[config.mk]
export PLATFORM = sky130hd
export DESIGN_NAME = btn_jstk_debounce
export DESIGN_NICKNAME = d
export VERILOG_FILES = /design/src/rtl/zxjoy_pkg.sv /design/src/rtl/btn_debounce.sv /design/src/rtl/btn_jstk_debounce.sv
export SDC_FILE = /design/constraint.sdc
export NUM_CORES = 1
export LEC_CHECK = 0
export BUFFER_PORTS_ARGS = -buffer_cell sky130_fd_sc_hd__buf_2
export CAP_MARGIN = 20
export CORE_ASPECT_RATIO = 1.4
export CORE_UTILIZATION = 45
export DETAILED_ROUTE_END_ITERATION = 6
export GPL_ROUTABILITY_DRIVEN = 0
export GPL_TIMING_DRIVEN = 0
export PLACE_DENSITY = 0.67
export SLEW_MARGIN = 30
export SYNTH_ARGS = -nofsm -noshare
export SYNTH_HDL_FRONTEND = slang
export SYNTH_SLANG_ARGS = --single-unit
[constraint.sdc]
create_clock -name clk_peripheral -period 1.69 [get_ports clk_peripheral]
set_input_delay 0.2535 -clock clk_peripheral [delete_from_list [all_inputs] [get_ports clk_peripheral]]
set_output_delay 0.2535 -clock clk_peripheral [all_outputs]
set_load 0.1 [all_outputs]
[src/rtl/zxjoy_pkg.sv]
// Shared definitions for the ZX joystick port logic.
// The joystick vector is 11 bits wide and active-high. The named constants
// give the bit position of each direction and button.
package zxjoy_pkg;

  localparam int JOY_WIDTH = 11;

  localparam int JOY_RIGHT = 0;
  localparam int JOY_LEFT  = 1;
  localparam int JOY_DOWN  = 2;
  localparam int JOY_UP    = 3;
  localparam int JOY_FIRE3 = 5;
  localparam int JOY_FIRE2 = 6;
  localparam int JOY_FIRE  = 7;
  localparam int JOY_START = 10;

  // Highest valid joystick bit index as a map nibble. Any nibble above this
  // value drops its channel.
  localparam logic [3:0] JOY_LAST_IDX = 4'd10;

  // Default button order is btn[4:0] = {fire, up, down, left, right}.
  localparam logic [19:0] DEFAULT_BTN_MAP = {4'd7, 4'd3, 4'd2, 4'd1, 4'd0};

  // By default only the fire bit repeats under autofire.
  localparam logic [JOY_WIDTH-1:0] DEFAULT_AUTOFIRE_MASK = 11'h080;

endpackage

[src/rtl/btn_debounce.sv]
// One button channel: a 2-flop synchroniser followed by a stability counter.
// A new level is accepted only after DEBOUNCE_CYCLES consecutive synchronised
// samples that differ from the current stable level. Any sample equal to the
// stable level restarts the count from zero.
//
// Ports:
//   clk_peripheral  peripheral clock
//   reset_n         asynchronous, active-low reset
//   raw             button level after polarity correction, asynchronous
//   stable          debounced level
module btn_debounce #(
  parameter int DEBOUNCE_CYCLES = 50000
) (
  input  logic clk_peripheral,
  input  logic reset_n,
  input  logic raw,
  output logic stable
);

  localparam int CW = $clog2(DEBOUNCE_CYCLES + 1);
  localparam logic [CW-1:0] CNT_LAST = CW'(DEBOUNCE_CYCLES - 1);

  logic          sync1_q, sync2_q;
  logic          stable_q, stable_d;
  logic [CW-1:0] cnt_q, cnt_d;

  always_comb begin
    stable_d = stable_q;
    cnt_d    = '0;
    if (sync2_q != stable_q) begin
      if (cnt_q == CNT_LAST) begin
        stable_d = sync2_q;
      end else begin
        cnt_d = cnt_q + 1'b1;
      end
    end
  end

  always_ff @(posedge clk_peripheral or negedge reset_n) begin
    if (!reset_n) begin
      sync1_q  <= 1'b0;
      sync2_q  <= 1'b0;
      stable_q <= 1'b0;
      cnt_q    <= '0;
    end else begin
      sync1_q  <= raw;
      sync2_q  <= sync1_q;
      stable_q <= stable_d;
      cnt_q    <= cnt_d;
    end
  end

  assign stable = stable_q;

endmodule

[src/rtl/btn_jstk_debounce.sv]
// Board push-buttons to ZX joystick vector.
// Each raw button is polarity-corrected, synchronised and debounced, then
// placed onto the 11-bit joystick vector through BTN_MAP (nibble i selects
// the joystick bit for btn[i]). Buttons sharing a bit are ORed, and nibbles
// above 10 drop their channel. Selected bits can autofire with a square wave
// of half-period AUTOFIRE_HALF that always starts in the "on" phase.
//
// Ports:
//   clk_peripheral    peripheral clock
//   reset_n           asynchronous, active-low reset
//   btn               raw button levels, asynchronous
//   autofire_en       synchronous autofire enable
//   joystick          registered joystick vector, active-high
//   joystick_changed  one-cycle pulse whenever joystick takes a new value
module btn_jstk_debounce
  import zxjoy_pkg::*;
#(
  parameter int                     NUM_BTN         = 5,
  parameter logic [NUM_BTN*4-1:0]   BTN_MAP         = DEFAULT_BTN_MAP,
  parameter bit                     BTN_ACTIVE_LOW  = 1'b0,
  parameter int                     DEBOUNCE_CYCLES = 50000,
  parameter int                     AUTOFIRE_HALF   = 2500000,
  parameter logic [JOY_WIDTH-1:0]   AUTOFIRE_MASK   = DEFAULT_AUTOFIRE_MASK
) (
  input  logic                 clk_peripheral,
  input  logic                 reset_n,
  input  logic [NUM_BTN-1:0]   btn,
  input  logic                 autofire_en,
  output logic [JOY_WIDTH-1:0] joystick,
  output logic                 joystick_changed
);

  localparam int AW = $clog2(AUTOFIRE_HALF + 1);
  localparam logic [AW-1:0] AF_LAST = AW'(AUTOFIRE_HALF - 1);

  logic [NUM_BTN-1:0]   raw;
  logic [NUM_BTN-1:0]   stable;

  logic [JOY_WIDTH-1:0] map_q, map_d;
  logic [JOY_WIDTH-1:0] fire_mask;
  logic                 hold;
  logic [AW-1:0]        af_cnt_q, af_cnt_d;
  logic                 af_phase_q, af_phase_d;
  logic [JOY_WIDTH-1:0] joy_q, joy_d;
  logic                 changed_q, changed_d;
  logic [3:0]           nib;

  assign raw = btn ^ {NUM_BTN{BTN_ACTIVE_LOW}};

  for (genvar g = 0; g < NUM_BTN; g++) begin : g_btn
    btn_debounce #(
      .DEBOUNCE_CYCLES(DEBOUNCE_CYCLES)
    ) u_deb (
      .clk_peripheral(clk_peripheral),
      .reset_n       (reset_n),
      .raw           (raw[g]),
      .stable        (stable[g])
    );
  end

  // Scatter the debounced channels onto joystick bits.
  always_comb begin
    map_d = '0;
    nib   = '0;
    for (int i = 0; i < NUM_BTN; i++) begin
      nib = BTN_MAP[i*4 +: 4];
      if (nib <= JOY_LAST_IDX) begin
        map_d[nib] = map_d[nib] | stable[i];
      end
    end
  end

  // Autofire: the phase generator runs only while some masked bit is held
  // with autofire enabled, and otherwise sits at count 0 / phase on, so every
  // fresh hold starts with a full "on" half-period.
  always_comb begin
    fire_mask  = autofire_en ? AUTOFIRE_MASK : '0;
    hold       = |(map_q & fire_mask);
    af_cnt_d   = '0;
    af_phase_d = 1'b1;
    if (hold) begin
      af_phase_d = af_phase_q;
      if (af_cnt_q == AF_LAST) begin
        af_phase_d = ~af_phase_q;
      end else begin
        af_cnt_d = af_cnt_q + 1'b1;
      end
    end
    joy_d     = map_q & (~fire_mask | {JOY_WIDTH{af_phase_q}});
    changed_d = (joy_d != joy_q);
  end

  always_ff @(posedge clk_peripheral or negedge reset_n) begin
    if (!reset_n) begin
      map_q      <= '0;
      af_cnt_q   <= '0;
      af_phase_q <= 1'b1;
      joy_q      <= '0;
      changed_q  <= 1'b0;
    end else begin
      map_q      <= map_d;
      af_cnt_q   <= af_cnt_d;
      af_phase_q <= af_phase_d;
      joy_q      <= joy_d;
      changed_q  <= changed_d;
    end
  end

  assign joystick         = joy_q;
  assign joystick_changed = changed_q;

endmodule

==> results.yml, run 1 <==
run_status:
  outcome: "finished with violations"
  failed_checks: "setup timing"
clocking:
  root_buffer: "clkbuf_16"
  clk_pin_slew_ns: 0.06
  cts_buffers: 17
  clk_latency_ns: 0.42
  cts_buffer_depth: 2
  htree_num_levels: 4
  clkSinkCount: 129
  cts_tree: "built"
critical_path:
  required_ns: 1.98
  endpoint: "af_cnt_q[3]"
  worst-r2r-cell-count: 7
  r2r_slack_ns: -0.02
  path_max_fanout: 5
  cp-end-kind: "flip-flop"
  critPathKind: "reg2reg"
  rr_endpoint: "af_cnt_q[3]"
  cp-start-kind: "flip-flop"
  crit_start: "af_cnt_q[0]"
  timing.rr.start: "af_cnt_q[0]"
  crit_arrival_ns: 2.00
logic_synthesis:
  synth_top_area_share_pct: 53.95
  synth_area_um2: 5937
  synth_cell_types: 36
  yosysTopAreaCell: "dfrtp_1"
  synth-edff-count: 0
  yosys-top-cells-area: "dfrtp_1 54%, xnor2_1 10%, nor2_1 6.8%"
  dominantRegCellSynth: "dfrtp_1"
  avgSynthCellArea_um2: 10.31
  synthCells: 576
  async_reset_ff_share_pct: 100.0
  synth_most_common_cell: "dfrtp_1"
  ys_top_cells_by_count: "128 x dfrtp_1, 108 x nor2_1, 68 x xnor2_1"
  ys_seq_area_share_pct: 54.39
  ys_ff_latch: 129
  ys_warn_count: 0
die:
  ios: 20
  rows: 49
  initial_core_util_pct: 46.11
  core-area_um2: 12870
  die_area_um2: 13660
  dieHeight_um: 137.9
  die_w_um: 99.08
route:
  drt_wl_total_um: 12030
  ant_nets: 0
  avgViaCountPerCell: 5.410
  wl_per_cell_um: 14.58
  dr_total_vias: 4463
  drc_errors: 0
  drt_pre_antenna_iters: 5
  drt_iter0_drc: 180
placed_design:
  hpwl_um: 7560
  io_buffers: 13
  placedInstanceArea_um2: 6285
min_path:
  worstHoldPathType: "in2reg"
final_layout:
  drive_above_1_share_pct: 25.74
  diodes: 0
  n_fill_cell: 1069
  final_area_um2: 7560
  syn_to_final_growth_pct: 27.33
  layout.nets: 674
  final_util_pct: 58.72
global_routing:
  met1_usage_pct: 21.17
  gr-usage-met2_pct: 34.69
  grt_max_degree: 72
  antenna_found_initial: 0
  busiest_layer: "met2"
  use_met3_pct: 5.343
  grt_pass1_vias: 4495
  grt.total_usage_pct: 19.00
  grt_pass1_wl_um: 20170
  grt_overflow: 0
flow_run:
  maxCapViolCount: 0
timing:
  rsz0062_at_grt: "true"
  setup_violations: 3
  finalCritPeriodShare_pct: 101.3
  fmax_mhz: 584.0
  min_period_ns: 1.712
  maxSlewViolCount: 0
  fin_ws_ns: -0.02222
  hold_violations: 0
  final.setup_skew_ns: 0.01194
  whs_ns: 0.06987
pwr:
  p_total_mw: 6.857
  p_seq_share_pct: 46.2
  power_frac_comb_pct: 3.9
  p_int_mw: 5.332
  switchingPower_mw: 1.525
  p_per_area_nw_per_um2: 907.0
  switching_share_pct: 22.24
  p_clk_share_pct: 49.9
  irDropWorstVdd_mv: 0.6980
  leakagePower_nw: 3.071
==> cells by family (layout without fill, tap and decap cells) <==
group	count (synthesis)	count (layout)	synth area share, %
XOR/XNOR	90	90	13.28
buffers and inverters	34	125	2.655
AND/OR/NAND/NOR	286	286	24.55
flip-flops	129	129	54.39
multiplexers	5	5	0.9483
AO/OA/AOI/OAI	24	24	2.635
other	1	6	0.06316
adder cells (fa/ha/maj)	7	7	1.475
==> what timing repair did <==
item / in CTS / in global routing
gates resized for setup: 50 / 47
gates cloned: 2 / 0
endpoints found under the setup margin: 74 / 69
buffers inserted: 22 / 17
hold endpoints to repair: 62 / 0
pin swaps: 16 / 19
hold buffers: 6 / 0
==> power groups by stage <==
| stage | Combinational, mW | Sequential (mW) | Clock [mW] |
|---|---|---|---|
| detailed placement | 0.239 | 3.22 | 0 |
| global placement | 0.220 | 3.22 | 0 |
| finish | 0.266 | 3.17 | 3.42 |
| floorplan | 0.136 | 3.21 | 0 |
| global route | 0.300 | 3.17 | 3.64 |
| CTS | 0.261 | 3.17 | 3.48 |
==> cell type report <==
type                       instances  area, µm²  area share (%)
inverter                          17      63.81          0.8441
timing repair buffer              61      496.7           6.571
tap                              153      191.4           2.532
clock buffer                      21      470.5           6.223
multi-input combinational        418       2877           38.05
clock inverter                    11      87.58           1.159
buffer                            15      131.4           1.738
sequential                       129       3242           42.88
==> worst max-delay path, stage by stage, from the launching register on <==
cell and delay [ns]:
dfrtp_1 0.40, ha_2 0.18, and4_4 0.25, nand3_4 0.10
o311ai_4 0.29, buf_6 0.18, buf_8 0.13, nor2_1 0.06
==> layout by cell type, fill, tap and decap left out, drive strengths merged, types with 4 or more instances in the layout <==
cell type,instances
dfrtp,128
nor2,108
xnor2,68
buf,66
nand3,35
nand2,32
nand4,25
clkbuf,25
xor2,22
nor3,21
nor4,21
inv,17
a21oi,10
nor4bb,9
and3,8
clkinv,7
ha,7
nand4b,6
o21ai,6
conb,6
dlygate4sd3,6
nor4b,6
mux2,5
or3,5
or4,4
==> per-layer routing <==
layer  wire [µm]  vias to the layer above
li1            -                     2150
met1        5078                     2238
met4         134                        0
met2        6491                       61
met5           0                        -
met3         321                       14
==> through the flow <==
stage / setup WS, ns / setup TNS, ns / std cells
after floorplan: -0.006990 / -0.006990 / 581
after global placement: -1.506 / -180.48 / 747
after detailed placement: -0.3999 / -20.84 / 748
after CTS: -0.03074 / -0.1967 / 808
after global routing: -0.1032 / -1.366 / 825
final: -0.02222 / -0.02584 / 825
==> how the worst min path moves through the flow <==
stage	cells past startpoint	endpoint	startpoint
4_1_cts	2	af_phase_q	autofire_en
3_3_place_gp	0	g_btn[4].u_deb.sync2_q	g_btn[4].u_deb.sync1_q
5_1_grt	2	af_phase_q	autofire_en
6_report	2	af_phase_q	autofire_en
2_1_floorplan	0	af_cnt_q[0]	reset_n
3_5_place_dp	1	g_btn[1].u_deb.cnt_q[12]	reset_n
==> sequential cells by signal (all words and copies together), names as in the netlist <==
name / count
map_q: 5
joystick: 5
af_phase_q: 1
joystick_changed: 1
g_btn.u_deb.sync1_q: 5
g_btn.u_deb.sync2_q: 5
g_btn.u_deb.cnt_q: 80
g_btn.u_deb.stable: 5
af_cnt_q: 22
Note: power is estimated with default switching activity, not from simulation.
==> run 2, diff against run 1 <==
--- a/config.mk
+++ b/config.mk
@@ -12,7 +12,6 @@
 export DETAILED_ROUTE_END_ITERATION = 6
 export GPL_ROUTABILITY_DRIVEN = 0
 export GPL_TIMING_DRIVEN = 0
-export PLACE_DENSITY = 0.67
 export SLEW_MARGIN = 30
 export SYNTH_ARGS = -nofsm -noshare
 export SYNTH_HDL_FRONTEND = slang
==> run 2 against run 1 <==
The flow still finishes with violations (setup timing). Sequential share of layout area grew 0.76 points. Core utilization shrank 1.0 points. Routed wire length grew 0.42%. Worst hold slack gained 0.010 ns. Critical path type unchanged. Largest cell class unchanged.
==> results.yml, run 2 (synthesized netlist as in run 1, its figures left out) <==
pwr:
  irDropWorstVdd_mv: 0.6274
  p_clk_share_pct: 50.0
  p_seq_share_pct: 46.0
  switching_share_pct: 21.04
  power_frac_comb_pct: 3.9
  leakagePower_nw: 3.037
  p_per_area_nw_per_um2: 928.9
  p_int_mw: 5.446
  p_total_mw: 6.897
  switchingPower_mw: 1.451
route:
  drt_pre_antenna_iters: 4
  avgViaCountPerCell: 5.402
  drt_iter0_drc: 214
  drt_wl_total_um: 12080
  ant_nets: 0
  drc_errors: 0
  dr_total_vias: 4419
  wl_per_cell_um: 14.76
final_layout:
  top_regs: "g_btn.u_deb.cnt_q: 80 flops, af_cnt_q: 22 flops"
  layout_common_cells: "119 x dfrtp_1, 103 x nor2_1, 68 x xnor2_1, 42 x buf_4, 29 x nand3_1"
  largest-register: "g_btn.u_deb.cnt_q"
  diodes: 0
  syn_to_final_growth_pct: 25.06
  final_common_cell: "dfrtp_1"
  drive_above_1_share_pct: 22.56
  final_util_pct: 57.67
  largest_reg_flops: 80
  layout.nets: 670
  instances_no_fill: 818
critical_path:
  path_max_fanout: 5
  cp-end-kind: "flip-flop"
  crit_arrival_ns: 2.09
  critPathKind: "reg2reg"
  worst-r2r-cell-count: 7
  rr_endpoint: "af_cnt_q[10]"
  timing.rr.start: "af_cnt_q[0]"
  r2r_slack_ns: -0.11
  required_ns: 1.98
  cp-start-kind: "flip-flop"
clocking:
  root_buffer: "clkbuf_16"
  clk_pin_slew_ns: 0.05
  cts_tree: "built"
  clk_latency_ns: 0.40
  cts_buffer_depth: 2
  htree_num_levels: 4
  cts_buffers: 17
  clkSinkCount: 129
run_status:
  failed_checks: "setup timing"
  outcome: "finished with violations"
flow_run:
  maxCapViolCount: 0
placed_design:
  placed_cells: 748
  hpwl_um: 7380
  io_buffers: 13
timing:
  final.setup_skew_ns: 0.007423
  setup_violations: 24
  hold_violations: 0
  min_period_ns: 1.796
  maxSlewViolCount: 0
  finalCritPeriodShare_pct: 106.3
  whs_ns: 0.08020
  rsz0062_at_grt: "true"
  fin_ws_ns: -0.1060
  fmax_mhz: 556.8
die:
  die_w_um: 99.08
  core-area_um2: 12870
  ios: 20
  initial_core_util_pct: 46.11
  die_area_um2: 13660
  rows: 49
  dieHeight_um: 137.9
global_routing:
  grt_max_degree: 76
  grt_overflow: 0
  grt_pass1_vias: 4338
  antenna_found_initial: 0
  grt_pass1_wl_um: 19960
  grt.total_usage_pct: 18.60
min_path:
  min_to: "af_phase_q"
  hold_path_depth: 2
  min-delay-start: "autofire_en"
  worstHoldPathType: "in2reg"
-- run 2: changes by cell type in the layout (fill, tap and decap cells not counted), moves of 4 or more --
cell,previous run,this run
a21oi_2,6,2
clkinv_2,7,3
buf_8,5,1
a21oi_1,4,8
nor2_1,97,103
clkbuf_8,3,7
nor4_1,14,18
-- run 2: worst max-delay path: stages (launching register included) --
cell      delay, ns
dfrtp_1        0.39
ha_2           0.18
and4_4         0.26
nand3_4        0.11
o311ai_4       0.38
buf_4          0.19
buf_6          0.13
nor2_2         0.04
-- run 2: how the worst max path moves through the flow --
stage                             from                 endpoint  slack, ns  cells past startpoint
6_report                   af_cnt_q[0]             af_cnt_q[10]      -0.11                      7
4_1_cts                    af_cnt_q[6]             af_cnt_q[20]      -0.04                      6
5_1_grt                    af_cnt_q[1]             af_cnt_q[10]      -0.15                      7
3_5_place_dp   g_btn[2].u_deb.cnt_q[0]  g_btn[2].u_deb.cnt_q[6]      -0.42                      6
3_3_place_gp                   reset_n              af_cnt_q[6]      -1.55                      1
2_1_floorplan              af_cnt_q[5]             af_cnt_q[17]     -0.007                      6
-- run 2: per-layer routing --
layer,wire length (µm),vias to the layer above,global-route usage [%]
met4,208,0,8.170
met1,5083,2189,21.79
met3,308,22,3.679
met5,0,-,0
li1,-,2129,-
met2,6476,79,33.22
-- run 2: power by group through the flow --
stage                     registers (mW)  clock network [mW]  logic, mW
after floorplan                     3.21                   0      0.136
after global placement              3.22                   0      0.221
after detailed placement            3.22                   0      0.235
after CTS                           3.17                3.54      0.259
after global routing                3.18                3.67      0.301
final                               3.17                3.45      0.272
-- run 2: stage by stage --
step                      area (µm²)   TNS (ns)  worst slack [ns]
final                           7425     -1.652           -0.1060
after global routing            7425     -3.221           -0.1453
after CTS                       7177    -0.3630          -0.04455
after detailed placement        6285     -20.18           -0.4207
after global placement          6247    -188.12            -1.553
after floorplan                 5991  -0.006990         -0.006990
-- run 2: final cells by class --
| cell class | count | area (µm²) |
|---|---|---|
| clock buffers | 24 | 511.7 |
| flip-flops and latches | 129 | 3241 |
| repair buffers | 58 | 462.9 |
| inverters | 17 | 63.81 |
| fillers | 1063 | 5450 |
| plain buffers | 14 | 122.6 |
| multi-input cells | 418 | 2779 |
| clock inverters | 5 | 52.55 |
| well taps | 153 | 191.4 |
-- run 2: timing repair --
action,4_1_cts,5_1_grt
gates cloned,2,1
buffers inserted,19,16
gates resized for setup,37,34
setup endpoints to repair,73,70
endpoints found under the hold margin,59,0
hold buffers,6,0
pin swaps,12,16
